### config.mk
export PLATFORM = sky130hd
export DESIGN_NAME = ir_cmd_sched_flat
export DESIGN_NICKNAME = d
export VERILOG_FILES = /design/src/rtl/ir_defs.sv /design/src/rtl/ir_cmd_sched_if.sv /design/src/rtl/ir_cmd_fifo.sv /design/src/rtl/ir_cmd_sched.sv /design/src/flat_wrapper.sv
export SDC_FILE = /design/constraint.sdc
export NUM_CORES = 1
export LEC_CHECK = 0
export ABC_AREA = 1
export CAP_MARGIN = 20
export CELL_PAD_IN_SITES_DETAIL_PLACEMENT = 1
export CELL_PAD_IN_SITES_GLOBAL_PLACEMENT = 2
export CORE_UTILIZATION = 40
export CTS_CLUSTER_DIAMETER = 80
export DETAILED_ROUTE_END_ITERATION = 7
export PLACE_DENSITY = 0.93
export SKIP_CTS_REPAIR_TIMING = 1
export SLEW_MARGIN = 20
export SYNTH_ARGS = -nofsm -noshare
export SYNTH_HDL_FRONTEND = slang
export SYNTH_SLANG_ARGS = --single-unit
### constraint.sdc
create_clock -name clk -period 2.9 [get_ports clk]
set_input_delay 0.29 -clock clk [delete_from_list [all_inputs] [get_ports clk]]
set_output_delay 0.29 -clock clk [all_outputs]
set_load 0.02 [all_outputs]
### src/rtl/ir_defs.sv
// Shared IR frame definitions: field widths, field slices, scheduler FSM
// encodings and the queued-command record.
package ir_defs;

  localparam int IR_CMD_W   = 7;
  localparam int IR_ADDR_W  = 5;
  localparam int IR_FRAME_W = 12;

  localparam int IR_CMD_LSB  = 0;
  localparam int IR_CMD_MSB  = IR_CMD_W - 1;
  localparam int IR_ADDR_LSB = IR_CMD_W;
  localparam int IR_ADDR_MSB = IR_FRAME_W - 1;

  localparam logic [0:0] ST_IDLE = 1'b0;
  localparam logic [0:0] ST_HELD = 1'b1;

  // One queued command: the raw frame plus the auto-repeat marker.
  typedef struct packed {
    logic                  rpt;
    logic [IR_FRAME_W-1:0] frame;
  } cmd_entry_t;

  localparam int CMD_ENTRY_W = $bits(cmd_entry_t);

  function automatic logic [IR_ADDR_W-1:0] frame_addr(input logic [IR_FRAME_W-1:0] f);
    return f[IR_ADDR_MSB:IR_ADDR_LSB];
  endfunction

endpackage

### src/rtl/ir_cmd_sched_if.sv
// Command hand-off channel between the scheduler and its consumers.
interface ir_cmd_sched_if;
  import ir_defs::*;

  logic                  cmd_valid;
  logic                  cmd_ready;
  logic [IR_FRAME_W-1:0] cmd;
  logic                  cmd_rpt;

  modport master (output cmd_valid, output cmd, output cmd_rpt, input cmd_ready);
  modport slave  (input cmd_valid, input cmd, input cmd_rpt, output cmd_ready);

endinterface

### src/rtl/ir_cmd_fifo.sv
// Small synchronous FIFO. A push into a full FIFO is accepted only when a pop
// frees a slot on the same edge; otherwise it is dropped and ovf pulses for
// one cycle. The head reads as zero while empty.
module ir_cmd_fifo #(
  parameter int WIDTH = 13,
  parameter int DEPTH = 4
) (
  input  logic             clk,
  input  logic             rst_n,
  input  logic             push,
  input  logic [WIDTH-1:0] din,
  input  logic             pop,
  output logic [WIDTH-1:0] dout,
  output logic             empty,
  output logic             ovf
);

  localparam int AW = $clog2(DEPTH);

  logic [AW:0]      wr_ptr;
  logic [AW:0]      rd_ptr;
  logic [WIDTH-1:0] mem [DEPTH];
  logic             full;
  logic             pop_ok;
  logic             push_ok;

  assign empty   = (wr_ptr == rd_ptr);
  assign full    = (wr_ptr[AW] != rd_ptr[AW]) && (wr_ptr[AW-1:0] == rd_ptr[AW-1:0]);
  assign pop_ok  = pop && !empty;
  assign push_ok = push && (!full || pop_ok);
  assign dout    = empty ? '0 : mem[rd_ptr[AW-1:0]];

  // Pointer and overflow-flag update; pointers wrap naturally.
  always_ff @(posedge clk or negedge rst_n) begin
    if (!rst_n) begin
      wr_ptr <= '0;
      rd_ptr <= '0;
      ovf    <= 1'b0;
    end else begin
      if (push_ok) wr_ptr <= wr_ptr + 1'b1;
      if (pop_ok)  rd_ptr <= rd_ptr + 1'b1;
      ovf <= push && full && !pop_ok;
    end
  end

  // Storage write; contents are qualified by the pointers, so no reset needed.
  always_ff @(posedge clk) begin
    if (push_ok) mem[wr_ptr[AW-1:0]] <= din;
  end

endmodule

### src/rtl/ir_cmd_sched.sv
// IR command scheduler: frame edge detect, address filter, press/auto-repeat
// shaping and queued valid/ready hand-off to the command consumers.
module ir_cmd_sched
  import ir_defs::*;
#(
  parameter logic [IR_ADDR_W-1:0] DEV_ADDR    = 5'h01,
  parameter bit                   ACCEPT_ALL  = 1'b0,
  parameter int                   WIN_CYC     = 2_500_000,
  parameter int                   HOLD_FRAMES = 8,
  parameter int                   DEPTH       = 4
) (
  input  logic                  clk,
  input  logic                  rst_n,
  input  logic [IR_FRAME_W-1:0] ir_data,
  input  logic                  ir_rdy,
  ir_cmd_sched_if.master        cmd_if,
  output logic                  ovf,
  output logic [7:0]            drop_cnt
);

  localparam int TW = $clog2(WIN_CYC + 1);
  localparam int CW = $clog2(HOLD_FRAMES + 1);
  localparam logic [TW-1:0] WIN_LAST = TW'(WIN_CYC - 1);
  localparam logic [CW-1:0] HOLD_MAX = CW'(HOLD_FRAMES);
  localparam logic [CW-1:0] HOLD_THR = CW'(HOLD_FRAMES - 1);

  logic                  rdy_p0;
  logic                  evt;
  logic                  addr_ok;
  logic                  acc;
  logic                  same_code;
  logic [0:0]            state;
  logic [TW-1:0]         timer;
  logic [CW-1:0]         rpt_cnt;
  logic [IR_FRAME_W-1:0] last_code;
  logic                  push_p1;
  logic                  rpt_p1;
  logic [IR_FRAME_W-1:0] frame_p1;
  cmd_entry_t            fifo_din;
  cmd_entry_t            head;
  logic                  fifo_empty;

  assign evt       = ir_rdy && !rdy_p0;
  assign addr_ok   = ACCEPT_ALL || (frame_addr(ir_data) == DEV_ADDR);
  assign acc       = evt && addr_ok;
  assign same_code = (state == ST_HELD) && (ir_data == last_code);

  // ---- stage p0: ir_rdy edge detect (starts high so a pending frame at reset release is ignored)
  always_ff @(posedge clk or negedge rst_n) begin
    if (!rst_n) rdy_p0 <= 1'b1;
    else        rdy_p0 <= ir_rdy;
  end

  // Saturating count of frames rejected by the address filter.
  always_ff @(posedge clk or negedge rst_n) begin
    if (!rst_n)                          drop_cnt <= 8'd0;
    else if (evt && !addr_ok && drop_cnt != 8'hFF) drop_cnt <= drop_cnt + 8'd1;
  end

  // Press/repeat FSM with release timer; an accepted event beats the timeout.
  always_ff @(posedge clk or negedge rst_n) begin
    if (!rst_n) begin
      state     <= ST_IDLE;
      timer     <= '0;
      rpt_cnt   <= '0;
      last_code <= '0;
      push_p1   <= 1'b0;
    end else begin
      push_p1 <= 1'b0;
      if (acc) begin
        timer <= '0;
        if (same_code) begin
          if (rpt_cnt != HOLD_MAX) rpt_cnt <= rpt_cnt + 1'b1;
          if (rpt_cnt >= HOLD_THR) push_p1 <= 1'b1;
        end else begin
          push_p1   <= 1'b1;
          last_code <= ir_data;
          rpt_cnt   <= CW'(1);
          state     <= ST_HELD;
        end
      end else if (state == ST_HELD) begin
        if (timer == WIN_LAST) begin
          state   <= ST_IDLE;
          timer   <= '0;
          rpt_cnt <= '0;
        end else begin
          timer <= timer + 1'b1;
        end
      end
    end
  end

  // ---- stage p1: payload captured alongside push_p1, written into the FIFO next edge
  always_ff @(posedge clk) begin
    frame_p1 <= ir_data;
    rpt_p1   <= same_code;
  end

  assign fifo_din = '{rpt: rpt_p1, frame: frame_p1};

  ir_cmd_fifo #(
    .WIDTH (CMD_ENTRY_W),
    .DEPTH (DEPTH)
  ) u_fifo (
    .clk   (clk),
    .rst_n (rst_n),
    .push  (push_p1),
    .din   (fifo_din),
    .pop   (cmd_if.cmd_ready),
    .dout  (head),
    .empty (fifo_empty),
    .ovf   (ovf)
  );

  assign cmd_if.cmd_valid = !fifo_empty;
  assign cmd_if.cmd       = head.frame;
  assign cmd_if.cmd_rpt   = head.rpt;

endmodule

### src/flat_wrapper.sv
// flat-port wrapper written by rule: the top's interface ports become plain ports
module ir_cmd_sched_flat import ir_defs::*;
#(
  parameter logic [IR_ADDR_W-1:0] DEV_ADDR    = 5'h01,
  parameter bit                   ACCEPT_ALL  = 1'b0,
  parameter int                   WIN_CYC     = 2_500_000,
  parameter int                   HOLD_FRAMES = 8,
  parameter int                   DEPTH       = 4
)
  (clk, rst_n, ir_data, ir_rdy, ovf, drop_cnt, cmd_if_cmd_valid, cmd_if_cmd, cmd_if_cmd_rpt, cmd_if_cmd_ready);
  ir_cmd_sched_if cmd_if_i ();
  input  logic clk;
  input  logic rst_n;
  input  logic [IR_FRAME_W-1:0] ir_data;
  input  logic ir_rdy;
  output logic ovf;
  output logic [7:0] drop_cnt;
  output wire logic [$bits(cmd_if_i.cmd_valid)-1:0] cmd_if_cmd_valid;
  output wire logic [$bits(cmd_if_i.cmd)-1:0] cmd_if_cmd;
  output wire logic [$bits(cmd_if_i.cmd_rpt)-1:0] cmd_if_cmd_rpt;
  input wire logic [$bits(cmd_if_i.cmd_ready)-1:0] cmd_if_cmd_ready;
  assign cmd_if_cmd_valid = cmd_if_i.cmd_valid;
  assign cmd_if_cmd = cmd_if_i.cmd;
  assign cmd_if_cmd_rpt = cmd_if_i.cmd_rpt;
  assign cmd_if_i.cmd_ready = cmd_if_cmd_ready;
  ir_cmd_sched #(.DEV_ADDR(DEV_ADDR), .ACCEPT_ALL(ACCEPT_ALL), .WIN_CYC(WIN_CYC), .HOLD_FRAMES(HOLD_FRAMES), .DEPTH(DEPTH)) u_core (.clk(clk), .rst_n(rst_n), .ir_data(ir_data), .ir_rdy(ir_rdy), .cmd_if(cmd_if_i), .ovf(ovf), .drop_cnt(drop_cnt));
endmodule
# Word-level counts from Yosys, hierarchy flattened
# Memory sizes are Yosys's and may differ from the RTL's.
# Cells that the tools add are included.
word_totals:
  register_bits: 69
  ram_bits: 52
  output_inout_bits: 23
  wordCells: 68
  memories: 1
mem_list:
  columns: ["memory", "words", "word_bits", "rd", "rd_ports_with_merged_regs", "write_ports", "line_no", "rtl"]
  rows:
  - ["u_core.u_fifo.mem", 4, 13, 1, 0, 1, "ir_cmd_fifo.sv:22", "logic [WIDTH-1:0] mem [DEPTH];"]
classes:
  n_addsub: 5
  order_cmp: 1
  eq_ne: 10
  mux: 18
  bitwise_logic: 1
  n_reduce_logical: 20
ops:
  columns: ["op", "count"]
  rows:
  - ["22-bit 2-to-1 mux", 3]
  - ["22-bit by 1-bit adder with 22-bit output, second input constant", 1]
  - ["22-bit equality test, second input constant", 1]
  - ["4-bit 2-to-1 mux", 5]
  - ["13-bit 2-to-1 mux", 1]
  - ["12-bit equality test", 1]
  - ["1-bit logical AND", 10]
  - ["1-bit 2-to-1 mux", 9]
  - ["8-bit by 1-bit adder with 8-bit output, second input constant", 1]
  - ["8-bit inequality test, second input constant", 1]
  - ["3-bit by 1-bit adder with 3-bit output, second input constant", 2]
  - ["5-bit by 1-bit equality test with 1-bit output, second input constant", 1]
  - ["1-bit zero test", 5]
  - ["4-bit by 1-bit adder with 4-bit output, second input constant", 1]
  - ["4-bit by 3-bit >= comparator with 1-bit output, second input constant", 1]
  - ["4-bit inequality test, second input constant", 1]
  - ["2-bit nonzero test", 2]
  - ["3-bit equality test", 1]
  - ["3-bit inequality test, second input constant", 1]
  - ["3-bit AND reduction", 1]
  - ["2-bit equality test", 1]
  - ["2-bit inequality test, second input constant", 1]
  - ["2-bit AND reduction", 1]
  - ["1-bit logical OR", 1]
  - ["other kinds (2)", 2]

# Depth between registers and ports, before layout
# Gate-level depths: netlist (run 1).
logic_depth:
  depth_word: 7
  ltp_mapped: 11

# Cells and area by module
# Synthesis (run 1) repeated with hierarchy kept, for this count alone.
hier_totals:
  cells_unflattened: 642
  area_unflattened_um2: 5726.7
by_module_without_submodules:
  columns: ["mod", "n_inst", "cells_each", "area_each_um2", "seq_area_each_um2"]
  rows:
  - ["ir_cmd_sched", 1, 427, 3246.9, 1487.7]
  - ["ir_cmd_fifo", 1, 215, 2479.9, 1736.7]

# Least setup slack after synthesis (run 1)
# OpenSTA, ideal clock, no wires.
synth_timing:
  kind: "reg-to-reg"
  start: "reg u_core.u_fifo.rd_ptr[1]"
  end: "mem u_core.u_fifo.mem[0][0] (enable)"
  t_arrival_ns: 1.480
  slack_ns: 1.038
  stages_incl_launch_ff: 7
  path_buffers: 1
  period_less_slack_ns: 1.862
  path_cell_list: "dfrtp_1 -> buf_2 -> xor2_1 -> a21oi_1 -> nand2_1 -> nand2_2 -> nor2_1"
synth_between:
  elab_chain_cells: 7
  word_cells_on_any_way: 10
  classes_between: "eq/ne: 2; mux: 2; reduce/logical: 6"
synth_lines:
  columns: ["element", "line_no", "rtl"]
  rows:
  - ["start: declaration", "ir_cmd_fifo.sv:21", "logic [AW:0] rd_ptr;"]
  - ["start signal: assignment", "ir_cmd_fifo.sv:41", "if (pop_ok) rd_ptr <= rd_ptr + 1'b1;"]
  - ["3-bit equality test / 2-bit equality test (equally long branches)", "ir_cmd_fifo.sv:27, ir_cmd_fifo.sv:28", null]
  - ["1-bit zero test / 1-bit logical AND (equally long branches)", "ir_cmd_fifo.sv:29, ir_cmd_fifo.sv:28", null]
  - ["1-bit logical AND / 1-bit zero test (equally long branches)", "ir_cmd_fifo.sv:29, ir_cmd_fifo.sv:30", null]
  - ["1-bit logical OR (*)", "ir_cmd_fifo.sv:30", "assign push_ok = push && (!full || pop_ok);"]
  - ["1-bit logical AND (*)", "ir_cmd_fifo.sv:30", null]
  - ["1-bit 2-to-1 mux (*)", "ir_cmd_fifo.sv:48", "if (push_ok) mem[wr_ptr[AW-1:0]] <= din;"]
  - ["1-bit 2-to-1 mux (not written as such) (*)", "ir_cmd_fifo.sv:48", null]
  - ["end: declaration", "ir_cmd_fifo.sv:22", null]
# Every way passes the cells marked *; elsewhere a longest branch is shown, timed or not.

# Worst setup path after layout (run 1)
layout_timing:
  start: "reg u_core.u_fifo.rd_ptr[0]"
  end: "out cmd_if_cmd[4]"
layout_between:
  elab_chain_cells: 2
  word_cells_on_any_way: 3
  classes_between: "eq/ne: 1; mux: 1; memory: 1"
layout_lines:
  columns: ["element", "line_no", "rtl"]
  rows:
  - ["memory read 4 x 13 bit / 3-bit equality test (equally long branches)", null, null]
  - ["13-bit 2-to-1 mux (*)", "ir_cmd_fifo.sv:31", "assign dout = empty ? '0 : mem[rd_ptr[AW-1:0]];"]
  - ["end: declaration", "flat_wrapper.sv:19", "output wire logic [$bits(cmd_if_i.cmd)-1:0] cmd_if_cmd;"]
# Marked as above.

==> flow_metrics.tcl, run 1 <==
set metrics [dict create \
    ys_ff_latch 121 \
    htreeDepth 4 \
    ys_seq_area_share_pct 55.7 \
    seq_area_mm2 0.00322 \
    grt_pass1_wl_um 23900 \
    clk_pin_slew_ns 0.06 \
    num_io_pins 39 \
    setup_slack_ns 0.141 \
    power_density_mw_per_mm2 838 \
    skew_ns 0.0118 \
    slew_headroom_pct 61.4 \
    critPathLaunch "u_core.u_fifo.rd_ptr[0]$_DFFE_PN0P_" \
    reg2reg_slack_ns 1.02 \
    stdcell_count 891 \
    grt_util_all_layers_pct 21.3 \
    topRoutingLayerUsed "met4" \
    setup_violations 0 \
    num-fill-cells 1610 \
    placed_area_mm2 0.00636 \
    end_kind "primary output" \
    status "completed" \
    first_iter_violations 202 \
    reg2reg_to "u_core.u_fifo.mem[1][0]$_DFFE_PP_" \
    design.core.area_mm2 0.0140 \
    drc_errors 0 \
    clk_latency_ns 0.43 \
    initial_core_util_pct 41.4 \
    worstReg2RegStart "u_core.u_fifo.rd_ptr[0]$_DFFE_PN0P_" \
    fmax_ghz 0.362 \
    whs_ns 0.326 \
    synth_common_cells "nand2_1, nor2_1, inv_1" \
    gp_congestion 0.777 \
    area.growth.synth_to_final_pct 19.9 \
    netlist_instances 646 \
    fin_tns_setup_ns 0 \
    fin_crit_ns 2.76 \
    arrival_ns 2.47 \
    dr_total_vias 4476 \
    detail-route-antenna-nets 0 \
    maxSlewViolCount 0 \
    fin_crit_sh_pct 95.2 \
    met2_length_um 7830 \
    syn_nets 671 \
    port_buffers 38 \
    synth_warnings 0 \
    yosys-top-cells-area "edfxtp_1, dfrtp_1, nand2_1" \
    via_per_inst 5.02 \
    ir_worst_vdd_uv 450 \
    post-place-ws_ns 0.422 \
    clk_path_buf_depth 2 \
    yosys.cell_count.top_type "nand2_1" \
    die_x_um 122 \
    reg2regPathDepth 7 \
    first_pass_iters 4 \
    gr-total-overflow 0 \
    cp_data_required_time_ns 2.61 \
    maxCapViolCount 0 \
    synth_top_area_cell "edfxtp_1" \
    synthArstFlopShare_pct 46.3 \
    worstHoldPathType "primary input to flip-flop" \
    clock_sinks 121 \
    fin_area_mm2 0.00695 \
    wl_met3_um 338 \
    antenna_found_initial 0 \
    drive_gt1_share_pct 11.4 \
    path_class "flip-flop to primary output" \
    leakagePower_nw 3.07 \
    synth_top_area_share_pct 27.0 \
    cts_tree "yes" \
    hold_viol 0 \
    antenna_cells 0 \
    place_hpwl_um 9760 \
    synth_ff_type "dfrtp_1" \
    fin_nets 723 \
    netlist-cell-type-count 38 \
    worstSetupStartpointType "flip-flop" \
    synth_edf_count 52 \
    fp.dieH_um 122 \
    total_power_mw 5.82 \
    cts_root_buffer "clkbuf_16" \
    met1_length_um 6160 \
    cp_max_fo 28 \
    fp-row-count 43 \
    dp.cells 858 \
    grt_start_max_net_pins 35 \
    finalWirelength_um 14500 \
    die-area_mm2 0.0150 \
    avgSynthCellArea_um2 8.97 \
    syn_area_mm2 0.00579 \
    grt_pass1_vias 4892 \
    worstMarginPinSlew_ns 0.579 \
    utilization_pct 49.7 \
    cts_made_buffers 17 \
    crit_end "cmd_if_cmd[4]" \
    multi_input_area_mm2 0.00212 \
    wl_per_cell_um 16.3 \
]
metal layers:
metal / up-vias / track usage, %
met1: 2220 / 23.7
li1: 2186 / -
met4: 0 / 8.77
met5: - / 0
met2: 53 / 38.5
met3: 17 / 5.30
power breakdown:
group          switching, mW  leakage (nW)  internal, mW
clock                  0.839         0.279          1.22
sequential             0.154          1.29          1.93
combinational           1.01          1.51         0.667
cell usage in the layout, fill, tap and decap left out, types with 8 or more instances in the layout:
cell type        instances
nand2_1                150
nor2_1                  98
inv_1                   90
dfrtp_1                 55
edfxtp_1                52
clkdlybuf4s50_1         37
nand3_1                 23
o21ai_0                 23
clkbuf_16               17
a21oi_1                 14
xor2_1                  13
o32ai_1                 13
dfxtp_1                 13
nand4_1                 10
o21ai_2                  9
ha_1                     9
nor3_1                   8
o21ai_1                  8
critical path, stage by stage (launching register included):
cell	delay (ns)
dfrtp_1	0.43
inv_4	0.26
nand2_1	0.10
a21oi_1	0.24
nand2_2	0.26
nand2_1	0.16
inv_1	0.06
clkdlybuf4s50_1	0.53
sequential cells by signal (all words and copies together) (netlist names), 3 cells and up:
signal                flops
u_core.last_code         12
u_core.u_fifo.wr_ptr      3
u_core.frame_p1          12
u_core.rpt_cnt            4
u_core.u_fifo.rd_ptr      3
u_core.timer             22
u_core.u_fifo.mem        52
u_core.drop_cnt           8
area by class of cell:
| class | count | area share, % |
|---|---|---|
| Clock buffer | 18 | 6.32 |
| Clock inverter | 14 | 1.93 |
| Inverter | 96 | 5.24 |
| Multi-Input combinational cell | 416 | 30.5 |
| Sequential cell | 121 | 46.4 |
| Tap cell | 180 | 3.24 |
| Timing Repair Buffer | 46 | 6.31 |
worst min path at each step:
stage          cells past startpoint                              to    from
2_1_floorplan                      0  u_core.drop_cnt[0]$_DFFE_PN0P_   rst_n
3_3_place_gp                       1    u_core.timer[10]$_DFFE_PN0P_   rst_n
3_5_place_dp                       1     u_core.timer[8]$_DFFE_PN0P_   rst_n
4_1_cts                            1     u_core.timer[8]$_DFFE_PN0P_   rst_n
5_1_grt                            1         u_core.rdy_p0$_DFF_PN1_  ir_rdy
6_report                           1         u_core.rdy_p0$_DFF_PN1_  ir_rdy
logic make-up (layout without fill, tap and decap cells):
| kind of cell | after synthesis | in the layout | share of synthesized area (%) |
|---|---|---|---|
| and+or+nand+nor | 315 | 315 | 23.7 |
| DFF | 121 | 121 | 55.7 |
| buffers and inverters | 109 | 174 | 7.76 |
| AOI/OAI and AO/OA | 73 | 73 | 8.08 |
| xor gates and xnor gates | 19 | 19 | 2.87 |
| adders and majority gates | 9 | 9 | 1.94 |
No activity file was read; power rests on OpenSTA's default activity.
==> inputs of run 2 (changes only) <==
--- a/config.mk
+++ b/config.mk
@@ -10,6 +10,7 @@
 export CELL_PAD_IN_SITES_DETAIL_PLACEMENT = 1
 export CELL_PAD_IN_SITES_GLOBAL_PLACEMENT = 2
 export CORE_UTILIZATION = 40
+export CTS_BUF_LIST = sky130_fd_sc_hd__clkbuf_16
 export CTS_CLUSTER_DIAMETER = 80
 export DETAILED_ROUTE_END_ITERATION = 7
 export PLACE_DENSITY = 0.93
==> flow_metrics.tcl, run 2 (synthesis results as in run 1) <==
set metrics [dict create \
    status "completed" \
    hold_viol 0 \
    grt_pass1_wl_um 23900 \
    end_kind "primary output" \
    initial_core_util_pct 41.4 \
    detail-route-antenna-nets 0 \
    setup_slack_ns 0.0983 \
    layout_commonest_cell "nand2_1" \
    cp_data_required_time_ns 2.61 \
    design.core.area_mm2 0.0140 \
    via_per_inst 5.05 \
    ir_worst_vdd_uv 450 \
    path_class "flip-flop to primary output" \
    clk_latency_ns 0.42 \
    skew_ns 0.0104 \
    cp_slowest_cell "clkdlybuf4s50_1" \
    num_io_pins 39 \
    rsz0062_at_grt "no" \
    fin_area_mm2 0.00694 \
    first_iter_violations 173 \
    antenna_cells 0 \
    clock_sinks 121 \
    port_buffers 38 \
    drc_errors 0 \
    setup_violations 0 \
    layout.cells.most_common_list "nand2_1, nor2_1, inv_1" \
    area.growth.synth_to_final_pct 19.8 \
    arrival_ns 2.51 \
    grt_pass1_vias 4905 \
    grt_util_all_layers_pct 21.2 \
    total_power_mw 5.80 \
    cts_tree "yes" \
    antenna_found_initial 0 \
    worstMarginPinSlew_ns 0.547 \
    reg2reg_slack_ns 0.89 \
    die_x_um 122 \
    max_stage_delay_ns 0.53 \
    utilization_pct 49.6 \
    gr-total-overflow 0 \
    fin_tns_setup_ns 0 \
    slew_headroom_pct 63.5 \
    htreeDepth 4 \
    cts_made_buffers 17 \
    maxSlewViolCount 0 \
    power_density_mw_per_mm2 836 \
    gp_congestion 0.777 \
    worstHoldPathType "primary input to flip-flop" \
    drive_gt1_share_pct 11.3 \
    grt_start_max_net_pins 35 \
    finalWirelength_um 14600 \
    fp-row-count 43 \
    fp.dieH_um 122 \
    wl_per_cell_um 16.4 \
    fin_nets 723 \
    leakagePower_nw 3.07 \
    maxCapViolCount 0 \
    fin_crit_sh_pct 96.6 \
    post-place-ws_ns 0.422 \
    place_hpwl_um 9760 \
    largest_reg_flops 52 \
    num-fill-cells 1620 \
    first_pass_iters 4 \
    clk_path_buf_depth 2 \
    path_cells "inv_4 > nand2_1 > a21oi_1 > nand2_4 > nand2_1 > inv_1 > clkdlybuf4s50_1" \
    die-area_mm2 0.0150 \
    dr_total_vias 4497 \
    clk_pin_slew_ns 0.06 \
    cp_max_fo 28 \
    cts_root_buffer "clkbuf_16" \
    fmax_ghz 0.357 \
    fin_crit_ns 2.80 \
    placed_area_mm2 0.00636 \
    crit_top_cell "nand2_1" \
    worstSetupStartpointType "flip-flop" \
]
==> run 2: cell count changes in the layout (fill, tap and decap cells not counted), sizes merged <==
cell    change
clkbuf      -1
clkinv      +1
==> run 2: metrics by stage <==
| step | std cells | hold WS [ns] |
|---|---|---|
| detailed placement | 858 | 0.314 |
| global route | 891 | 0.328 |
| finish | 891 | 0.330 |
| floorplan | 646 | -0.00559 |
| CTS | 890 | -0.137 |
| global placement | 858 | 0.305 |
==> run 2: layer usage <==
layer	track usage, %	share of wire (%)
met5	0	0
met4	9.76	2.5
met3	5.16	2.6
met2	38.6	53
met1	23.1	42
==> run 2: worst paths after layout <==
kind | startpoint | end | cells after the start
worst max-delay path | u_core.u_fifo.rd_ptr[0]$_DFFE_PN0P_ | cmd_if_cmd[4] | 7
worst min-delay path | ir_rdy | u_core.rdy_p0$_DFF_PN1_ | 1
worst max register to register | u_core.u_fifo.rd_ptr[0]$_DFFE_PN0P_ | u_core.u_fifo.mem[1][4]$_DFFE_PP_ | 7
worst min register to register | u_core.rpt_p1$_DFF_P_ | u_core.u_fifo.mem[3][12]$_DFFE_PP_ | 0
max in group asynchronous | rst_n | u_core.rdy_p0$_DFF_PN1_ | 3
min in group asynchronous | rst_n | u_core.timer[8]$_DFFE_PN0P_ | 2
==> run 2: layout make-up <==
type / count / area [µm²] / area share (%)
Timing Repair Buffer: 46 / 438 / 6.31
Multi-Input combinational cell: 416 / 2130 / 30.6
Clock inverter: 15 / 138 / 1.98
Clock buffer: 17 / 425 / 6.13
Tap cell: 180 / 225 / 3.24
Sequential cell: 121 / 3220 / 46.5
Inverter: 96 / 364 / 5.25
==> run 2: power by group <==
group / leakage (nW) / internal [mW] / switching, mW
Sequential: 1.29 / 1.93 / 0.155
Combinational: 1.51 / 0.670 / 1.02
Clock: 0.273 / 1.19 / 0.831
Total: 3.07 / 3.79 / 2.01
==> run 2: worst max-delay path: cells and delay by family, from the launching register on <==
kind | cells | cell delay (ns)
buf+inv | 3 | 0.85
compound gates | 1 | 0.34
simple gates | 3 | 0.45
flops | 1 | 0.44
